File: src/rtl/updown_count_sequencer_if.sv
// Command handshake and counter datapath bus for the up/down count sequencer.
// The master side issues commands and hosts the counter; the slave side is the sequencer.
interface updown_count_sequencer_if #(
    parameter int LOOP_W = 4
);
    // Command channel
    logic              cmd_valid;
    logic              cmd_ready;
    logic [3:0]        cmd_start;
    logic [3:0]        cmd_end;
    logic              cmd_dir;
    logic [LOOP_W-1:0] cmd_loops;

    // Counter datapath
    logic [3:0]        cnt_value;
    logic              cnt_load;
    logic [3:0]        cnt_load_val;
    logic              cnt_en;
    logic              cnt_sel;

    modport master (
        output cmd_valid, cmd_start, cmd_end, cmd_dir, cmd_loops,
        input  cmd_ready,
        output cnt_value,
        input  cnt_load, cnt_load_val, cnt_en, cnt_sel
    );

    modport slave (
        input  cmd_valid, cmd_start, cmd_end, cmd_dir, cmd_loops,
        output cmd_ready,
        input  cnt_value,
        output cnt_load, cnt_load_val, cnt_en, cnt_sel
    );
endinterface

File: src/rtl/updown_count_sequencer.sv
// Sequencer for a 4-bit up/down counter: loads a start value, steps the counter
// until it reaches the end value, repeats for the requested number of passes,
// then pulses done.
module updown_count_sequencer #(
    parameter int LOOP_W = 4
) (
    input  logic                 clk,
    input  logic                 reset,
    updown_count_sequencer_if.slave bus,
    input  logic                 pause,
    input  logic                 abort,
    output logic                 busy,
    output logic                 done,
    output logic [LOOP_W-1:0]    loops_done
);

    localparam logic [1:0] IDLE = 2'd0;
    localparam logic [1:0] LOAD = 2'd1;
    localparam logic [1:0] RUN  = 2'd2;
    localparam logic [1:0] DONE = 2'd3;

    logic [1:0]        state, state_next;
    logic [3:0]        start_val, start_val_next;
    logic [3:0]        end_val, end_val_next;
    logic              dir, dir_next;
    logic [LOOP_W-1:0] loops_left, loops_left_next;
    logic [LOOP_W-1:0] loops_done_r, loops_done_next;
    logic              at_end;

    assign at_end = (bus.cnt_value == end_val);

    // Output decodes; abort suppresses every counter strobe and the done pulse.
    always_comb begin
        bus.cmd_ready    = (state == IDLE);
        busy             = (state != IDLE);
        bus.cnt_load     = (state == LOAD) && !abort;
        bus.cnt_en       = (state == RUN) && !abort && !pause && !at_end;
        done             = (state == DONE) && !abort;
        bus.cnt_load_val = start_val;
        bus.cnt_sel      = dir;
        loops_done       = loops_done_r;
    end

    // Next-state logic for the sequencing FSM and its command registers.
    always_comb begin
        state_next      = state;
        start_val_next  = start_val;
        end_val_next    = end_val;
        dir_next        = dir;
        loops_left_next = loops_left;
        loops_done_next = loops_done_r;
        case (state)
            IDLE: begin
                if (bus.cmd_valid) begin
                    start_val_next  = bus.cmd_start;
                    end_val_next    = bus.cmd_end;
                    dir_next        = bus.cmd_dir;
                    // A zero repeat count still runs one pass
                    loops_left_next = (bus.cmd_loops == '0) ? LOOP_W'(1) : bus.cmd_loops;
                    loops_done_next = '0;
                    state_next      = LOAD;
                end
            end
            LOAD: begin
                state_next = abort ? IDLE : RUN;
            end
            RUN: begin
                if (abort) begin
                    state_next = IDLE;
                end else if (!pause && at_end) begin
                    if (loops_done_r != '1) begin
                        loops_done_next = loops_done_r + LOOP_W'(1);
                    end
                    if (loops_left > LOOP_W'(1)) begin
                        loops_left_next = loops_left - LOOP_W'(1);
                        state_next      = LOAD;
                    end else begin
                        state_next = DONE;
                    end
                end
            end
            DONE: begin
                state_next = IDLE;
            end
            default: begin
                state_next = IDLE;
            end
        endcase
    end

    // State registers with asynchronous active-low reset.
    always_ff @(posedge clk or negedge reset) begin
        if (!reset) begin
            state        <= IDLE;
            start_val    <= '0;
            end_val      <= '0;
            dir          <= 1'b0;
            loops_left   <= '0;
            loops_done_r <= '0;
        end else begin
            state        <= state_next;
            start_val    <= start_val_next;
            end_val      <= end_val_next;
            dir          <= dir_next;
            loops_left   <= loops_left_next;
            loops_done_r <= loops_done_next;
        end
    end

endmodule

File: src/flat_wrapper.sv
// flat-port wrapper written by rule: the top's interface ports become plain ports
module updown_count_sequencer_flat 
#(
    parameter int LOOP_W = 4
)
  (clk, reset, pause, abort, busy, done, loops_done, bus_cmd_valid, bus_cmd_start, bus_cmd_end, bus_cmd_dir, bus_cmd_loops, bus_cmd_ready, bus_cnt_value, bus_cnt_load, bus_cnt_load_val, bus_cnt_en, bus_cnt_sel);
  updown_count_sequencer_if #(.LOOP_W(LOOP_W)) bus_i ();
  input  logic clk;
  input  logic reset;
  input  logic pause;
  input  logic abort;
  output logic busy;
  output logic done;
  output logic [LOOP_W-1:0] loops_done;
  input wire logic [$bits(bus_i.cmd_valid)-1:0] bus_cmd_valid;
  input wire logic [$bits(bus_i.cmd_start)-1:0] bus_cmd_start;
  input wire logic [$bits(bus_i.cmd_end)-1:0] bus_cmd_end;
  input wire logic [$bits(bus_i.cmd_dir)-1:0] bus_cmd_dir;
  input wire logic [$bits(bus_i.cmd_loops)-1:0] bus_cmd_loops;
  output wire logic [$bits(bus_i.cmd_ready)-1:0] bus_cmd_ready;
  input wire logic [$bits(bus_i.cnt_value)-1:0] bus_cnt_value;
  output wire logic [$bits(bus_i.cnt_load)-1:0] bus_cnt_load;
  output wire logic [$bits(bus_i.cnt_load_val)-1:0] bus_cnt_load_val;
  output wire logic [$bits(bus_i.cnt_en)-1:0] bus_cnt_en;
  output wire logic [$bits(bus_i.cnt_sel)-1:0] bus_cnt_sel;
  assign bus_i.cmd_valid = bus_cmd_valid;
  assign bus_i.cmd_start = bus_cmd_start;
  assign bus_i.cmd_end = bus_cmd_end;
  assign bus_i.cmd_dir = bus_cmd_dir;
  assign bus_i.cmd_loops = bus_cmd_loops;
  assign bus_cmd_ready = bus_i.cmd_ready;
  assign bus_i.cnt_value = bus_cnt_value;
  assign bus_cnt_load = bus_i.cnt_load;
  assign bus_cnt_load_val = bus_i.cnt_load_val;
  assign bus_cnt_en = bus_i.cnt_en;
  assign bus_cnt_sel = bus_i.cnt_sel;
  updown_count_sequencer #(.LOOP_W(LOOP_W)) u_core (.clk(clk), .reset(reset), .bus(bus_i), .pause(pause), .abort(abort), .busy(busy), .done(done), .loops_done(loops_done));
endmodule
File: config.mk
export PLATFORM = sky130hd
export DESIGN_NAME = updown_count_sequencer_flat
export DESIGN_NICKNAME = d
export VERILOG_FILES = /design/src/rtl/updown_count_sequencer_if.sv /design/src/rtl/updown_count_sequencer.sv /design/src/flat_wrapper.sv
export SDC_FILE = /design/constraint.sdc
export NUM_CORES = 1
export LEC_CHECK = 0
export BUFFER_PORTS_ARGS = -buffer_cell sky130_fd_sc_hd__clkbuf_2
export CAP_MARGIN = 20
export CORE_MARGIN = 2
export CORE_UTILIZATION = 54
export CTS_CLUSTER_SIZE = 24
export DETAILED_ROUTE_END_ITERATION = 16
export PLACE_DENSITY = 0.85
export RECOVER_POWER = 100
export SLEW_MARGIN = 10
export SYNTH_ARGS = -nofsm -noshare
export SYNTH_HDL_FRONTEND = slang
export SYNTH_SLANG_ARGS = --single-unit
File: constraint.sdc
create_clock -name clk -period 3 [get_ports clk]
set_clock_uncertainty 0.15 [all_clocks]
set_input_delay 0.15 -clock clk [delete_from_list [all_inputs] [get_ports clk]]
set_output_delay 0.15 -clock clk [all_outputs]
set_load 0.005 [all_outputs]
==> impl_metrics.tcl, run 1 <==
set metrics [dict create \
    grt_pass1_wl_um 4660 \
    die_h_um 50.6 \
    tritoncts "built" \
    area_growth_pct 23.4 \
    dr.pass1.iters 4 \
    r2r_setup_slack_ns 0.68 \
    min_to "u_core.loops_left[2]" \
    power_per_cell_area_nw_per_um2 803 \
    ys_seq_elements 19 \
    status "completed" \
    path_clk_slew_ns 0.11 \
    route.vias.total 988 \
    clock_path_buffers 2 \
    grt_pass1_vias 1084 \
    worst_r2r_path_depth 6 \
    ys_warn_count 0 \
    die_w_um 50.6 \
    placed_cell_area_um2 1370 \
    place_congestion 0.897 \
    path_class "flip-flop to flip-flop" \
    grt_usage_pct 24.6 \
    initial_core_util_pct 58.5 \
    insertion_delay_ns 0.30 \
    holdCritPathClass "primary input to flip-flop" \
    final.period_utilization_pct 77.4 \
    die-area_um2 2560 \
    drive_above_1_share_pct 32.5 \
    postCtsSetupRepairBufs 0 \
    numPortBuffers 35 \
    slew_violations 0 \
    first_iter_violations 18 \
    syn_avg_cell_area_um2 11.2 \
    tns_ns 0 \
    ir_worst_vdd_uv 552 \
    drcViolationCount 0 \
    relSlewSlack_pct 30.7 \
    numCtsBuffers 3 \
    period_minus_slack_ns 2.32 \
    nNetsFinal 180 \
    start_kind "flip-flop" \
    reg2reg_from "u_core.state[1]" \
    grt_max_degree 20 \
    timing.fmax_ghz 0.431 \
    synthTopCellsByArea "dfrtp_1 41%, mux2_2 9.6%, xnor2_2 4.2%" \
    antenna_left 0 \
    wire_per_inst_um 15.0 \
    antenna_found_initial 0 \
    setup_viol 0 \
    rsz0062_at_grt "no" \
    synth_top_cell_by_area "dfrtp_1" \
    cts_root_buffer "clkbuf_4" \
    postCtsResizedCells 0 \
    most-common-layout-cells "29 x clkbuf_2, 19 x dfrtp_1, 11 x dlygate4sd3_1" \
    vias_per_cell 5.46 \
    p_total_uw 1160 \
    synth-async-reset-ratio_pct 100 \
    finalHoldViolations 0 \
    required_ns 3.03 \
    reg2reg_to "u_core.loops_left[3]" \
    yosys.area.top_type_share_pct 40.6 \
    cts.sinks 19 \
    mostFrequentLayoutCell "clkbuf_2" \
    maxCapViolations 0 \
    dp_hpwl_um 2030 \
    postCtsHoldBufs 11 \
    design_area_um2 1450 \
    insertedDiodeCount 0 \
    wl_um 2720 \
    io_pins 36 \
    fp-row-count 16 \
    synth_edf_count 0 \
    seq_area_frac_synth_pct 40.6 \
    core_um2 2000 \
    leakagePower_uw 0.000652 \
    syn-num-nets 130 \
    worstPathArrival_ns 2.35 \
    worst_pin_slew_ns 1.04 \
    endpoint_kind "flip-flop" \
    synthFlopType "dfrtp_1" \
    holdPathStages 3 \
    ys_types 43 \
    overflow 0 \
    hold_start "bus_cmd_loops[2]" \
    cts-htree-levels 1 \
    syn_area_um2 1170 \
    cp_max_fo 11 \
    synthCells 105 \
    whs_ns 0.0486 \
]
==> sequential cells by signal, summed over array words and instances (netlist names) <==
register and cells:
u_core.loops_done 4, u_core.bus.cnt_sel 1, u_core.bus.cnt_load_val 4, u_core.end_val 4, u_core.state 2, u_core.loops_left 4
==> cell type report <==
cell class | instances | area (µm²)
Timing Repair Buffer | 48 | 285
Sequential cell | 19 | 475
Clock buffer | 4 | 26.3
Multi-Input combinational cell | 78 | 606
Fill cell | 148 | 557
Inverter | 5 | 18.8
Tap cell | 27 | 33.8
==> synthesized netlist by cell type, types with 2 or more instances <==
library cell,instances
dfrtp_1,19
mux2_2,10
a21oi_1,6
inv_1,5
nor3_1,3
mux2i_1,2
a31oi_1,2
ha_1,3
o21ai_0,2
nor2_1,9
xnor2_2,3
nand3_1,4
nand2_1,5
a41oi_1,3
==> metrics by stage <==
step	worst slack (ns)	util, %	std cells
after floorplan	1.38	-	105
after global placement	1.07	68.5	166
after detailed placement	0.995	68.5	166
after CTS	0.971	75.3	181
after global routing	0.489	72.2	181
final	0.677	72.2	181
==> power breakdown <==
part / switching [µW] / leakage [µW] / internal [µW]
clock network: 79.1 / 0.0000150 / 51.8
registers: 120 / 0.000231 / 362
logic: 268 / 0.000406 / 280
==> logic make-up (layout without fill, tap and decap cells) <==
kind of cell	count (synthesis)	after routing	synth area share, %
AND/OR/NAND/NOR	33	33	16.6
XOR/XNOR	4	4	6.52
AO/OA/AOI/OAI	25	25	17.2
buffers and inverters	8	57	3.63
flip-flops	19	19	40.6
multiplexers	13	13	12.3
adder cells (fa/ha/maj)	3	3	3.21
==> critical path, cell delays in order (launching register included) <==
cell      delay (ns)
dfrtp_1         0.49
nand2b_1        0.30
nor2_1          0.13
clkbuf_1        0.51
mux2_2          0.40
a41oi_1         0.16
a41oi_1         0.06
==> worst max-delay path by stage <==
stage | start | endpoint | slack, ns | cells after the start
floorplan | u_core.loops_left[0] | u_core.loops_left[0] | 1.38 | 6
global placement | u_core.state[1] | u_core.loops_done[0] | 1.07 | 5
detailed placement | u_core.state[1] | u_core.loops_done[0] | 1.0 | 5
CTS | u_core.state[1] | u_core.loops_done[0] | 0.97 | 5
global route | u_core.state[1] | u_core.loops_left[3] | 0.49 | 6
finish | u_core.state[1] | u_core.loops_left[3] | 0.68 | 6
==> per-layer routing <==
layer	vias up	global-route usage, %	share of wire (%)
met2	37	44.5	52
met1	471	29.4	42
met4	0	8.56	0.44
li1	478	-	-
met5	-	0	0
met3	2	3.87	4.9
(Power assumes the default switching activity.)
==> run 2: changes to the inputs <==
CORE_ASPECT_RATIO = 2   (was not set)
CORE_UTILIZATION = 45   (was 54)
PLACE_DENSITY = 0.76   (was 0.85)
clock period = 1.9 ns   (was 3 ns; I/O delays follow)
==> run 2 against run 1 <==
- sequential cell count did not move
- sequential share of layout area fell by 1.6 points
- critical path depth did not move
- wire length fell by 4.1%
- largest power group unchanged
- setup slack got worse by 0.60 ns
- die area rose by 19%
- hold slack got worse by 0.016 ns
- largest cell class unchanged
- critical endpoint is now u_core.loops_left[0]
==> impl_metrics.tcl, run 2 (synthesized netlist as in run 1, its figures left out) <==
set metrics [dict create \
    wl_um 2610 \
    status "completed" \
    dp_hpwl_um 2000 \
    leakagePower_uw 0.000696 \
    insertion_delay_ns 0.25 \
    wire_per_inst_um 14.2 \
    insertedDiodeCount 0 \
    grt_usage_pct 19.2 \
    overflow 0 \
    cts-htree-levels 1 \
    endpoint_kind "flip-flop" \
    worst_r2r_path_depth 6 \
    sw_frac_of_total_pct 38.5 \
    numCtsBuffers 3 \
    crit_chain "inv_1, ha_1, o21a_1, o31ai_4, a21oi_1, a311oi_1" \
    antenna_left 0 \
    start_kind "flip-flop" \
    most-common-layout-cells "34 x clkbuf_2, 18 x dfrtp_1, 11 x dlygate4sd3_1" \
    grt_max_degree 20 \
    cp_max_fo 4 \
    core_um2 2500 \
    numPortBuffers 35 \
    finalHoldViolations 0 \
    drive_above_1_share_pct 40.0 \
    p_comb_share_pct 47.6 \
    p_clk_share_pct 13.8 \
    power_per_cell_area_nw_per_um2 1290 \
    initial_core_util_pct 46.8 \
    die_h_um 76.1 \
    holdPathStages 3 \
    internal_power_uw 1210 \
    fp-row-count 26 \
    period_minus_slack_ns 1.82 \
    clock_path_buffers 2 \
    path_clk_slew_ns 0.07 \
    slew_violations 0 \
    path_class "flip-flop to flip-flop" \
    first_iter_violations 21 \
    setup_viol 0 \
    final.period_utilization_pct 96.0 \
    relSlewSlack_pct 29.1 \
    required_ns 1.89 \
    slowest_stage "dfrtp_1" \
    grt_pass1_vias 1054 \
    p_seq_share_pct 38.6 \
    dr.pass1.iters 4 \
    drcViolationCount 0 \
    ir_worst_vdd_uv 811 \
    holdCritPathClass "primary input to flip-flop" \
    worst_pin_slew_ns 1.06 \
    place_congestion 0.839 \
    timing.fmax_ghz 0.548 \
    worst-path-buf-inv 1 \
    mostFrequentLayoutCell "clkbuf_2" \
    tritoncts "built" \
    worst-path-stages 6 \
    area_growth_pct 30.0 \
    die_w_um 40.1 \
    nNetsFinal 181 \
    p_sw_uw 758 \
    vias_per_cell 5.54 \
    route.vias.total 1014 \
    path_delay_family "compound AO/OA/AOI/OAI gates" \
    dpl.cell_count 167 \
    cts.sinks 19 \
    grt_pass1_wl_um 4280 \
    cts_root_buffer "clkbuf_8" \
    rsz0062_at_grt "no" \
    worstPathArrival_ns 1.81 \
    maxCapViolations 0 \
    antenna_found_initial 0 \
    tns_ns 0 \
    die-area_um2 3050 \
    final_cells 183 \
    max_stage_delay_ns 0.41 \
    io_pins 36 \
]
[run 2: changes by cell type in the layout (fill, tap and decap cells not counted), sizes merged]
cell | previous run | this run
buf | 0 | 2
clkbuf | 41 | 40
[run 2: worst register-to-register path, delay by kind of cell, from the launching register on]
family,cells,cell delay [ns]
fa+ha+maj,1,0.23
buf+inv,1,0.06
flops,1,0.41
compound gates,4,0.86
[run 2: what timing repair did]
item                                    in CTS  in global routing
hold buffers                                11                  0
resized for setup                            0                  2
endpoints found under the setup margin       0                  4
buffers inserted                             0                  1
hold endpoints to repair                    29                  0
[run 2: path summary, 6_finish.rpt]
| path | startpoint | to | slack [ns] |
|---|---|---|---|
| setup / recovery | u_core.loops_left[0] | u_core.loops_left[0] | 0.08 |
| hold / removal | bus_cmd_loops[2] | u_core.loops_left[2] | 0.03 |
| setup reg to reg | u_core.loops_left[0] | u_core.loops_left[0] | 0.08 |
| hold reg to reg | u_core.bus.cnt_load_val[2] | u_core.bus.cnt_load_val[2] | 0.36 |
| max in group asynchronous | reset | u_core.state[1] | 0.48 |
| min in group asynchronous | reset | u_core.end_val[3] | 0.41 |
[run 2: through the flow]
step	hold slack, ns	cell area (µm²)	total power, µW	utilization (%)	setup WS, ns
detailed placement	-0.0811	1370	1690	54.8	0.0999
global route	0.0485	1520	2110	60.8	0.00780
global placement	-0.0715	1370	1650	54.8	0.125
finish	0.0321	1520	1970	60.8	0.0755
floorplan	-0.351	1170	1420	-	0.279
CTS	0.0357	1530	1990	61.0	0.0365
[run 2: power groups by stage]
stage	clock network, µW	logic (µW)	registers (µW)
final	272	938	760
after global routing	298	1030	780
after CTS	281	950	760
after detailed placement	0	928	767
after global placement	0	907	747
after floorplan	0	702	722
[run 2: layout make-up]
class                      instances  area, µm²
timing repair buffer              49        303
inverter                           5       18.8
multi-input combinational         78        644
tap                               28       35.0
fill                             215        982
sequential                        19        477
clock buffer                       4       45.0
[run 2: per-layer routing]
layer	up-vias	share of wire [%]	global-route usage, %
met3	4	3.9	2.62
li1	481	-	-
met2	32	58	34.0
met5	-	0	0
met4	0	1.3	7.59
met1	497	37	20.7
==> run 3: changes to the inputs <==
PLACE_DENSITY = 0.81   (was 0.76)
SKIP_CTS_REPAIR_TIMING = 1   (was not set)
==> run 3 against run 2 <==
- clock power increased by 8.5%
- core utilization grew 1.2 points
- sequential power decreased by 1%
- cell count increased by 1.6%
- first-iteration DRC count up 71%
- sequential cell count unchanged
- setup slack improved by 0.021 ns
- hold slack worse by 0.022 ns
- maximum frequency up 1.1%
- critical endpoint unchanged
- largest power group unchanged
==> impl_metrics.tcl, run 3 (synthesized netlist as in run 1, its figures left out) <==
set metrics [dict create \
    clock_path_buffers 2 \
    setup_viol 0 \
    period_minus_slack_ns 1.80 \
    fp-row-count 26 \
    initial_core_util_pct 46.8 \
    overflow 0 \
    io_pins 36 \
    holdPathStages 3 \
    area_growth_pct 32.6 \
    path_class "flip-flop to flip-flop" \
    grt_max_degree 20 \
    antenna_found_initial 0 \
    start_kind "flip-flop" \
    power_per_cell_area_nw_per_um2 1340 \
    dp_hpwl_um 2270 \
    layout_setup_ws_ns 0.0962 \
    core_um2 2500 \
    worstPathArrival_ns 1.81 \
    cts_root_buffer "clkbuf_8" \
    ir_worst_vdd_uv 803 \
    antenna_left 0 \
    dpl.cell_count 168 \
    hold_start "bus_cmd_loops[2]" \
    cts.sinks 19 \
    r2r_setup_slack_ns 0.1 \
    wl_um 3050 \
    insertedDiodeCount 0 \
    slew_violations 0 \
    pre_cts_slack_ns 0.102 \
    cp_max_fo 4 \
    vias_per_cell 5.78 \
    finalHoldViolations 0 \
    p_total_uw 2080 \
    reg2reg_to "u_core.loops_left[0]" \
    most-common-layout-cells "34 x clkbuf_2, 18 x dfrtp_1, 11 x dlygate4sd3_1" \
    route.vias.total 1075 \
    rsz0062_at_grt "no" \
    holdCritPathClass "primary input to flip-flop" \
    numCtsBuffers 3 \
    min_to "u_core.loops_left[2]" \
    maxCapViolations 0 \
    grt_usage_pct 22.4 \
    worst_pin_slew_ns 1.08 \
    grt_pass1_vias 1099 \
    mostFrequentLayoutCell "clkbuf_2" \
    required_ns 1.91 \
    die_w_um 40.1 \
    worstSetupStartpoint "u_core.loops_left[0]" \
    nNetsFinal 184 \
    path_clk_slew_ns 0.08 \
    timing.fmax_ghz 0.554 \
    leakagePower_uw 0.000705 \
    place_congestion 0.874 \
    grt_pass1_wl_um 4750 \
    endpoint_kind "flip-flop" \
    status "completed" \
    reg2reg_from "u_core.loops_left[0]" \
    final.period_utilization_pct 94.9 \
    tritoncts "built" \
    first_iter_violations 36 \
    die-area_um2 3050 \
    final_cells 186 \
    die_h_um 76.1 \
    drcViolationCount 0 \
    dr.pass1.iters 4 \
    numPortBuffers 35 \
    tns_ns 0 \
    wire_per_inst_um 16.4 \
    insertion_delay_ns 0.26 \
    cts-htree-levels 1 \
    worst_r2r_path_depth 6 \
    drive_above_1_share_pct 41.1 \
    relSlewSlack_pct 28.1 \
]
[run 3: per-stage QoR]
stage	hold slack [ns]	area (µm²)	util (%)
after floorplan	-0.351	1170	-
after global placement	-0.0812	1380	55.1
after detailed placement	-0.0745	1380	55.1
after CTS	-0.354	1430	57.0
after global routing	0.0269	1550	62.0
final	0.00999	1550	62.0
[run 3: layout make-up]
class	count	area (µm²)
tap	28	35.0
inverter	5	18.8
fill	200	952
clock inverter	1	7.51
multi-input combinational	78	652
sequential	19	477
timing repair buffer	52	322
clock buffer	3	41.3
[run 3: routing by layer]
layer | vias up | GRT usage, % | wire length [µm]
li1 | 490 | - | -
met1 | 509 | 22.9 | 1000
met2 | 57 | 35.6 | 1690
met3 | 19 | 2.62 | 152
met4 | 0 | 19.7 | 206
met5 | - | 0 | 0
[run 3: worst max-delay path, stage by stage (launching register included)]
cell      delay [ns]
dfrtp_1         0.39
inv_1           0.06
ha_1            0.23
o21a_1          0.25
o31ai_4         0.23
a21oi_1         0.11
a311oi_1        0.28
[run 3: worst max-delay path by stage]
| stage | depth (start not counted) | slack (ns) | to |
|---|---|---|---|
| 2_1_floorplan | 6 | 0.28 | u_core.loops_left[0] |
| 3_3_place_gp | 6 | 0.20 | u_core.loops_left[2] |
| 3_5_place_dp | 6 | 0.10 | u_core.loops_left[0] |
| 4_1_cts | 4 | 0.04 | bus_cnt_en |
| 5_1_grt | 5 | 0.02 | u_core.loops_done[0] |
| 6_report | 6 | 0.1 | u_core.loops_left[0] |
[run 3: power by group]
part	internal, µW	leakage, µW	switching [µW]
Sequential	575	0.000230	174
Clock	148	0.0000217	147
Combinational	529	0.000454	507
